<file path="config.mk">
export PLATFORM = sky130hd
export DESIGN_NAME = vco_band_cal
export DESIGN_NICKNAME = d
export VERILOG_FILES = /design/src/rtl/vco_band_cal_pkg.sv /design/src/rtl/vco_edge_counter.sv /design/src/rtl/vco_band_cal.sv
export SDC_FILE = /design/constraint.sdc
export NUM_CORES = 1
export LEC_CHECK = 0
export ABC_AREA = 1
export CELL_PAD_IN_SITES_DETAIL_PLACEMENT = 1
export CELL_PAD_IN_SITES_GLOBAL_PLACEMENT = 1
export CORE_MARGIN = 5
export CORE_UTILIZATION = 39
export DETAILED_ROUTE_END_ITERATION = 10
export PLACE_DENSITY_LB_ADDON = 0.1
export SLEW_MARGIN = 0
export SYNTH_ARGS = -nofsm -noshare
export SYNTH_HDL_FRONTEND = slang
export SYNTH_SLANG_ARGS = --single-unit
</file>
<file path="constraint.sdc">
create_clock -name clk -period 2.2 [get_ports clk]
set_input_delay 0.33 -clock clk [delete_from_list [all_inputs] [get_ports clk]]
set_output_delay 0.33 -clock clk [all_outputs]
set_load 0.02 [all_outputs]
</file>
<file path="src/rtl/vco_band_cal_pkg.sv">
// rtl/vco_band_cal_pkg.sv - shared types and constants for the VCO coarse band calibrator
package vco_band_cal_pkg;

    localparam int TUNE_W = 5;
    localparam logic [TUNE_W-1:0] TUNE_MID = 5'd15;
    localparam logic [TUNE_W-1:0] TUNE_MSB = 5'b10000;

    localparam int DEF_WIN_CYCLES    = 1000;
    localparam int DEF_SETTLE_CYCLES = 64;

    typedef enum logic [2:0] {
        ST_IDLE,
        ST_SETTLE,
        ST_MEASURE,
        ST_DECIDE,
        ST_DONE
    } cal_state_e;

    function automatic logic [TUNE_W-1:0] bit_mask(input logic [2:0] idx);
        return TUNE_W'(1) << idx;
    endfunction

endpackage

</file>
<file path="src/rtl/vco_edge_counter.sv">
// rtl/vco_edge_counter.sv - saturating counter of VCO edge ticks within a measurement window
module vco_edge_counter #(
    parameter int CNT_W = 16
) (
    input  logic             clk,
    input  logic             rst_n,
    input  logic             clear_i,
    input  logic             enable_i,
    input  logic             tick_i,
    output logic [CNT_W-1:0] count_o
);

    logic [CNT_W-1:0] count_q;

    always_ff @(posedge clk or negedge rst_n) begin
        if (!rst_n) begin
            count_q <= '0;
        end else if (clear_i) begin
            count_q <= '0;
        end else if (enable_i && tick_i && (count_q != '1)) begin
            count_q <= count_q + CNT_W'(1);
        end
    end

    assign count_o = count_q;

endmodule

</file>
<file path="src/rtl/vco_band_cal.sv">
// rtl/vco_band_cal.sv - binary-search coarse tune calibration of a VCO against a target edge count
module vco_band_cal
    import vco_band_cal_pkg::*;
#(
    parameter int WIN_CYCLES    = DEF_WIN_CYCLES,
    parameter int SETTLE_CYCLES = DEF_SETTLE_CYCLES,
    parameter int CNT_W         = 16,
    parameter int TOL           = 2
) (
    input  logic              clk,
    input  logic              rst_n,
    input  logic              start,
    input  logic              abort,
    input  logic              vco_tick,
    input  logic [CNT_W-1:0]  target_cnt,
    output logic [TUNE_W-1:0] tune,
    output logic              busy,
    output logic              done,
    output logic              cal_fail,
    output logic [CNT_W-1:0]  final_cnt
);

    localparam int CYC_MAX = (WIN_CYCLES > SETTLE_CYCLES) ? WIN_CYCLES : SETTLE_CYCLES;
    localparam int CYC_W   = (CYC_MAX > 2) ? $clog2(CYC_MAX) : 1;
    localparam logic [CYC_W-1:0] SETTLE_LAST = CYC_W'(SETTLE_CYCLES - 1);
    localparam logic [CYC_W-1:0] WIN_LAST    = CYC_W'(WIN_CYCLES - 1);
    localparam logic [CNT_W-1:0] TOL_C       = CNT_W'(TOL);

    cal_state_e        state_q;
    logic [CYC_W-1:0]  cyc_q;
    logic [2:0]        bit_q;
    logic [TUNE_W-1:0] result_q;
    logic [CNT_W-1:0]  target_q;
    logic              verify_q;
    logic [TUNE_W-1:0] tune_q;
    logic              busy_q;
    logic              done_q;
    logic              fail_q;
    logic [CNT_W-1:0]  final_q;

    logic              cnt_clear;
    logic              cnt_en;
    logic [CNT_W-1:0]  meas_cnt;
    logic [TUNE_W-1:0] result_d;
    logic [CNT_W-1:0]  diff_d;
    logic              fail_d;

    // The count is cleared on the last SETTLE cycle so MEASURE starts from zero.
    assign cnt_clear = (state_q == ST_SETTLE) && (cyc_q == SETTLE_LAST);
    assign cnt_en    = (state_q == ST_MEASURE);

    vco_edge_counter #(
        .CNT_W (CNT_W)
    ) u_edge_counter (
        .clk      (clk),
        .rst_n    (rst_n),
        .clear_i  (cnt_clear),
        .enable_i (cnt_en),
        .tick_i   (vco_tick),
        .count_o  (meas_cnt)
    );

    always_comb begin
        result_d = result_q;
        if (meas_cnt <= target_q) begin
            result_d = result_q | bit_mask(bit_q);
        end
        diff_d = (meas_cnt >= target_q) ? (meas_cnt - target_q) : (target_q - meas_cnt);
        fail_d = (diff_d > TOL_C);
    end

    always_ff @(posedge clk or negedge rst_n) begin
        if (!rst_n) begin
            state_q  <= ST_IDLE;
            cyc_q    <= '0;
            bit_q    <= '0;
            result_q <= '0;
            target_q <= '0;
            verify_q <= 1'b0;
            tune_q   <= TUNE_MID;
            busy_q   <= 1'b0;
            done_q   <= 1'b0;
            fail_q   <= 1'b0;
            final_q  <= '0;
        end else if (abort) begin
            state_q  <= ST_IDLE;
            cyc_q    <= '0;
            verify_q <= 1'b0;
            tune_q   <= TUNE_MID;
            busy_q   <= 1'b0;
            done_q   <= 1'b0;
            fail_q   <= 1'b0;
        end else begin
            case (state_q)
                ST_IDLE, ST_DONE: begin
                    if (start) begin
                        state_q  <= ST_SETTLE;
                        cyc_q    <= '0;
                        target_q <= target_cnt;
                        result_q <= '0;
                        bit_q    <= 3'd4;
                        verify_q <= 1'b0;
                        tune_q   <= TUNE_MSB;
                        busy_q   <= 1'b1;
                        done_q   <= 1'b0;
                    end
                end
                ST_SETTLE: begin
                    if (cyc_q == SETTLE_LAST) begin
                        cyc_q   <= '0;
                        state_q <= ST_MEASURE;
                    end else begin
                        cyc_q <= cyc_q + CYC_W'(1);
                    end
                end
                ST_MEASURE: begin
                    if (cyc_q == WIN_LAST) begin
                        cyc_q   <= '0;
                        state_q <= ST_DECIDE;
                    end else begin
                        cyc_q <= cyc_q + CYC_W'(1);
                    end
                end
                ST_DECIDE: begin
                    if (verify_q) begin
                        final_q <= meas_cnt;
                        fail_q  <= fail_d;
                        done_q  <= 1'b1;
                        busy_q  <= 1'b0;
                        state_q <= ST_DONE;
                    end else begin
                        // Keep the trial bit when the VCO is not yet faster than the target.
                        result_q <= result_d;
                        state_q  <= ST_SETTLE;
                        if (bit_q != 3'd0) begin
                            bit_q  <= bit_q - 3'd1;
                            tune_q <= result_d | bit_mask(bit_q - 3'd1);
                        end else begin
                            verify_q <= 1'b1;
                            tune_q   <= result_d;
                        end
                    end
                end
                default: begin
                    state_q <= ST_IDLE;
                end
            endcase
        end
    end

    assign tune      = tune_q;
    assign busy      = busy_q;
    assign done      = done_q;
    assign cal_fail  = fail_q;
    assign final_cnt = final_q;

endmodule

</file>
==> flow_summary.yaml, run 1 <==
pwr:
  p_per_area_nw_per_um2: 1050
  fin_total_pwr_mw: 7.65
  ir_drop_uv: 502
  p_leak_nw: 3.69
route:
  first_iter_violations: 268
  drt-total-wl_um: 18200
  vias: 5727
  wl_met2_um: 9490
  drt.antenna.violating_nets: 0
  first_pass_iters: 4
  top_layer: "met4"
  drcViolationCount: 0
  wl_met1_um: 8180
  met3_length_um: 291
  via_per_inst: 5.11
  wl_per_cell_um: 16.2
clock_tree:
  cts_buffers: 9
  cts_root_buf: "clkbuf_16"
  htree_num_levels: 3
  clockBufferDepth: 2
  cts_tree: "yes"
  clock_latency_ns: 0.34
  cts.sinks: 78
  path_clk_slew_ns: 0.06
critical_path:
  reg2reg_depth: 17
  cp_max_fo: 4
  required_ns: 2.42
  start_kind: "register"
  worst_r2r_endpoint: "cal_fail$_DFFE_PN0P_"
  arrival_ns: 2.45
  crit_type: "reg2reg"
  worst_setup_path_end_kind: "register"
  r2r-start: "target_q[1]$_DFFE_PN0P_"
  reg2reg_slack_ns: -0.03
die:
  rows: 44
  fp.dieH_um: 131
  start_util_pct: 39.3
  fp.dieW_um: 131
  dieArea_um2: 17100
  pin_count: 45
  fp.coreArea_um2: 14400
synth:
  synth_area_um2: 5680
  synth_top_area_share_pct: 32.6
  synthTopCellsByCount: "nand2_1, inv_1, dfrtp_1"
  synthTopCellsByArea: "dfrtp_1, nand2_1, inv_1"
  synth_async_sr_flop_share_pct: 100
  synth.distinct_cells: 49
  synth_cells: 827
  ys_seq_area_share_pct: 34.5
  synth_top_area_cell: "dfrtp_1"
  synth_edf_count: 0
  syn_nets: 888
  synth_most_common_cell: "nand2_1"
  ys_ff_latch: 78
  yosysWarningCount: 0
  avgSynthCellArea_um2: 6.86
  synth-main-ff-cell: "dfrtp_1"
placement:
  hpwl_um: 14600
  place_congestion: 0.847
  io_buffers: 44
run:
  cap_violations: 0
worst_hold_path:
  min_from: "done$_DFFE_PN0P_"
  whs_path_depth: 2
  min_to: "done$_DFFE_PN0P_"
  min_path_type: "reg2reg"
timing:
  worstMarginPinSlew_ns: 0.526
  hold_viol_final: 0
  finalCriticalPeriod_ns: 2.23
  rsz0062_at_grt: "yes"
  max_freq_ghz: 0.448
  setup_viol: 1
  finalCritPeriodShare_pct: 101
  fin_ws_ns: -0.0328
  relSlewSlack_pct: 65.0
  fin_skew_ns: 0.00617
  timing.final.max_slew_violations: 0
run_status:
  status: "finished with violations"
  violations: "negative setup slack"
global_route:
  grt_max_degree: 42
  antenna_found_initial: 0
  gr-total-overflow: 0
  grt_first_pass_wirelength_um: 30300
  grt_pass1_vias: 6214
  track_usage_pct: 22.2
layout:
  areaGrowthSynthToFinish_pct: 28.0
  fin_nets: 993
  fin_util_pct: 50.4
  drive_gt1_share_pct: 16.5
  antenna_cells: 0
-- cell families (layout without fill, tap and decap cells) --
kind of cell             count (synthesis)  count (layout)  share of synthesized area, %
flip-flops                              78              78                          34.5
adder cells (fa/ha/maj)                 40              40                          9.08
AND/OR/NAND/NOR                        433             433                          33.3
buffers and inverters                  144             254                          9.70
AO/OA/AOI/OAI                          128             128                          12.9
XOR/XNOR                                 4               4                         0.617
-- critical path, stage by stage, from the launching register on --
cell and delay (ns):
dfrtp_1 0.40, inv_1 0.12, ha_1 0.36, nand2_1 0.08, nor2_1 0.06, buf_4 0.13, nand2_1 0.08, nand3_1 0.14
nand2_1 0.09, nand2_1 0.07, nor2_2 0.12, nand3_1 0.09, nand2_1 0.06, nand3_1 0.06, nor2_1 0.10, nand2_1 0.06
nand2_1 0.05, nand2_1 0.04
-- registers in the layout, summed over array words and instances (netlist names) --
name,count
cyc_q,10
u_edge_counter.count_o,16
tune,5
busy,1
bit_q,3
verify_q,1
final_cnt,16
state_q,3
done,1
target_q,16
cal_fail,1
result_q,5
-- per-layer routing --
metal	GRT usage, %	vias to the layer above
li1	-	2851
met1	28.5	2817
met2	40.1	42
met3	2.03	17
met4	5.99	0
met5	0	-
-- placed cells by master (no fill, tap or decap), drive strengths merged, types with 3 or more instances in the layout --
| cell | n |
|---|---|
| dfstp | 4 |
| xor2 | 3 |
| clkdlybuf4s50 | 43 |
| nor3 | 17 |
| nor2 | 78 |
| o21ai | 40 |
| nand3 | 52 |
| clkinvlp | 3 |
| nand4 | 13 |
| buf | 63 |
| nor4 | 4 |
| clkbuf | 11 |
| nand2 | 263 |
| a31o | 3 |
| a31oi | 7 |
| a21oi | 61 |
| ha | 38 |
| inv | 131 |
| dfrtp | 74 |
-- worst max-delay path by stage --
stage / from / to / slack (ns)
CTS: target_q[1]$_DFFE_PN0P_ / cal_fail$_DFFE_PN0P_ / -0.07
global placement: target_q[0]$_DFFE_PN0P_ / cal_fail$_DFFE_PN0P_ / -0.05
finish: target_q[1]$_DFFE_PN0P_ / cal_fail$_DFFE_PN0P_ / -0.03
floorplan: u_edge_counter.count_o[0]$_DFFE_PN0P_ / cal_fail$_DFFE_PN0P_ / 0.03
global route: target_q[0]$_DFFE_PN0P_ / cal_fail$_DFFE_PN0P_ / -0.25
detailed placement: target_q[0]$_DFFE_PN0P_ / cal_fail$_DFFE_PN0P_ / -0.14
-- stage by stage --
stage | hold slack, ns | TNS [ns] | std cells | worst slack, ns | area (µm²)
2_1_floorplan | 0.0344 | 0 | 827 | 0.0302 | 5680
3_3_place_gp | 0.337 | -0.0467 | 1097 | -0.0467 | 6730
3_5_place_dp | 0.344 | -0.877 | 1097 | -0.139 | 6730
4_1_cts | 0.487 | -0.0669 | 1117 | -0.0669 | 7090
5_1_grt | 0.519 | -0.675 | 1121 | -0.254 | 7260
6_report | 0.477 | -0.0328 | 1121 | -0.0328 | 7260
-- where the power goes --
part / total [mW] / internal (mW) / switching (mW) / leakage, nW
Combinational: 4.14 / 1.61 / 2.54 / 2.53
Sequential: 1.96 / 1.74 / 0.225 / 1.01
Clock: 1.54 / 0.939 / 0.602 / 0.144
-- cell type report --
| type | instances | area (µm²) |
|---|---|---|
| Clock inverter | 5 | 57.6 |
| Timing Repair Buffer | 107 | 942 |
| Inverter | 131 | 494 |
| Clock buffer | 11 | 253 |
| Multi-Input combinational cell | 605 | 3330 |
| Sequential cell | 78 | 1960 |
| Tap cell | 184 | 230 |
| Fill cell | 1894 | 7160 |
-- what timing repair did --
item                                    in CTS  in global routing
endpoints found under the setup margin      13                 22
hold endpoints to repair                    37                  0
setup buffers                                3                  4
hold buffers                                 1                  0
pin swaps                                    1                  4
gates resized for setup                     11                 36
No activity file was read; power rests on OpenSTA's default activity.
==> run 2, diff against run 1 <==
- SLEW_MARGIN: 0 -> unset
==> results of run 2 <==
The final DEF is identical to that of run 1; final timing and power are the same.
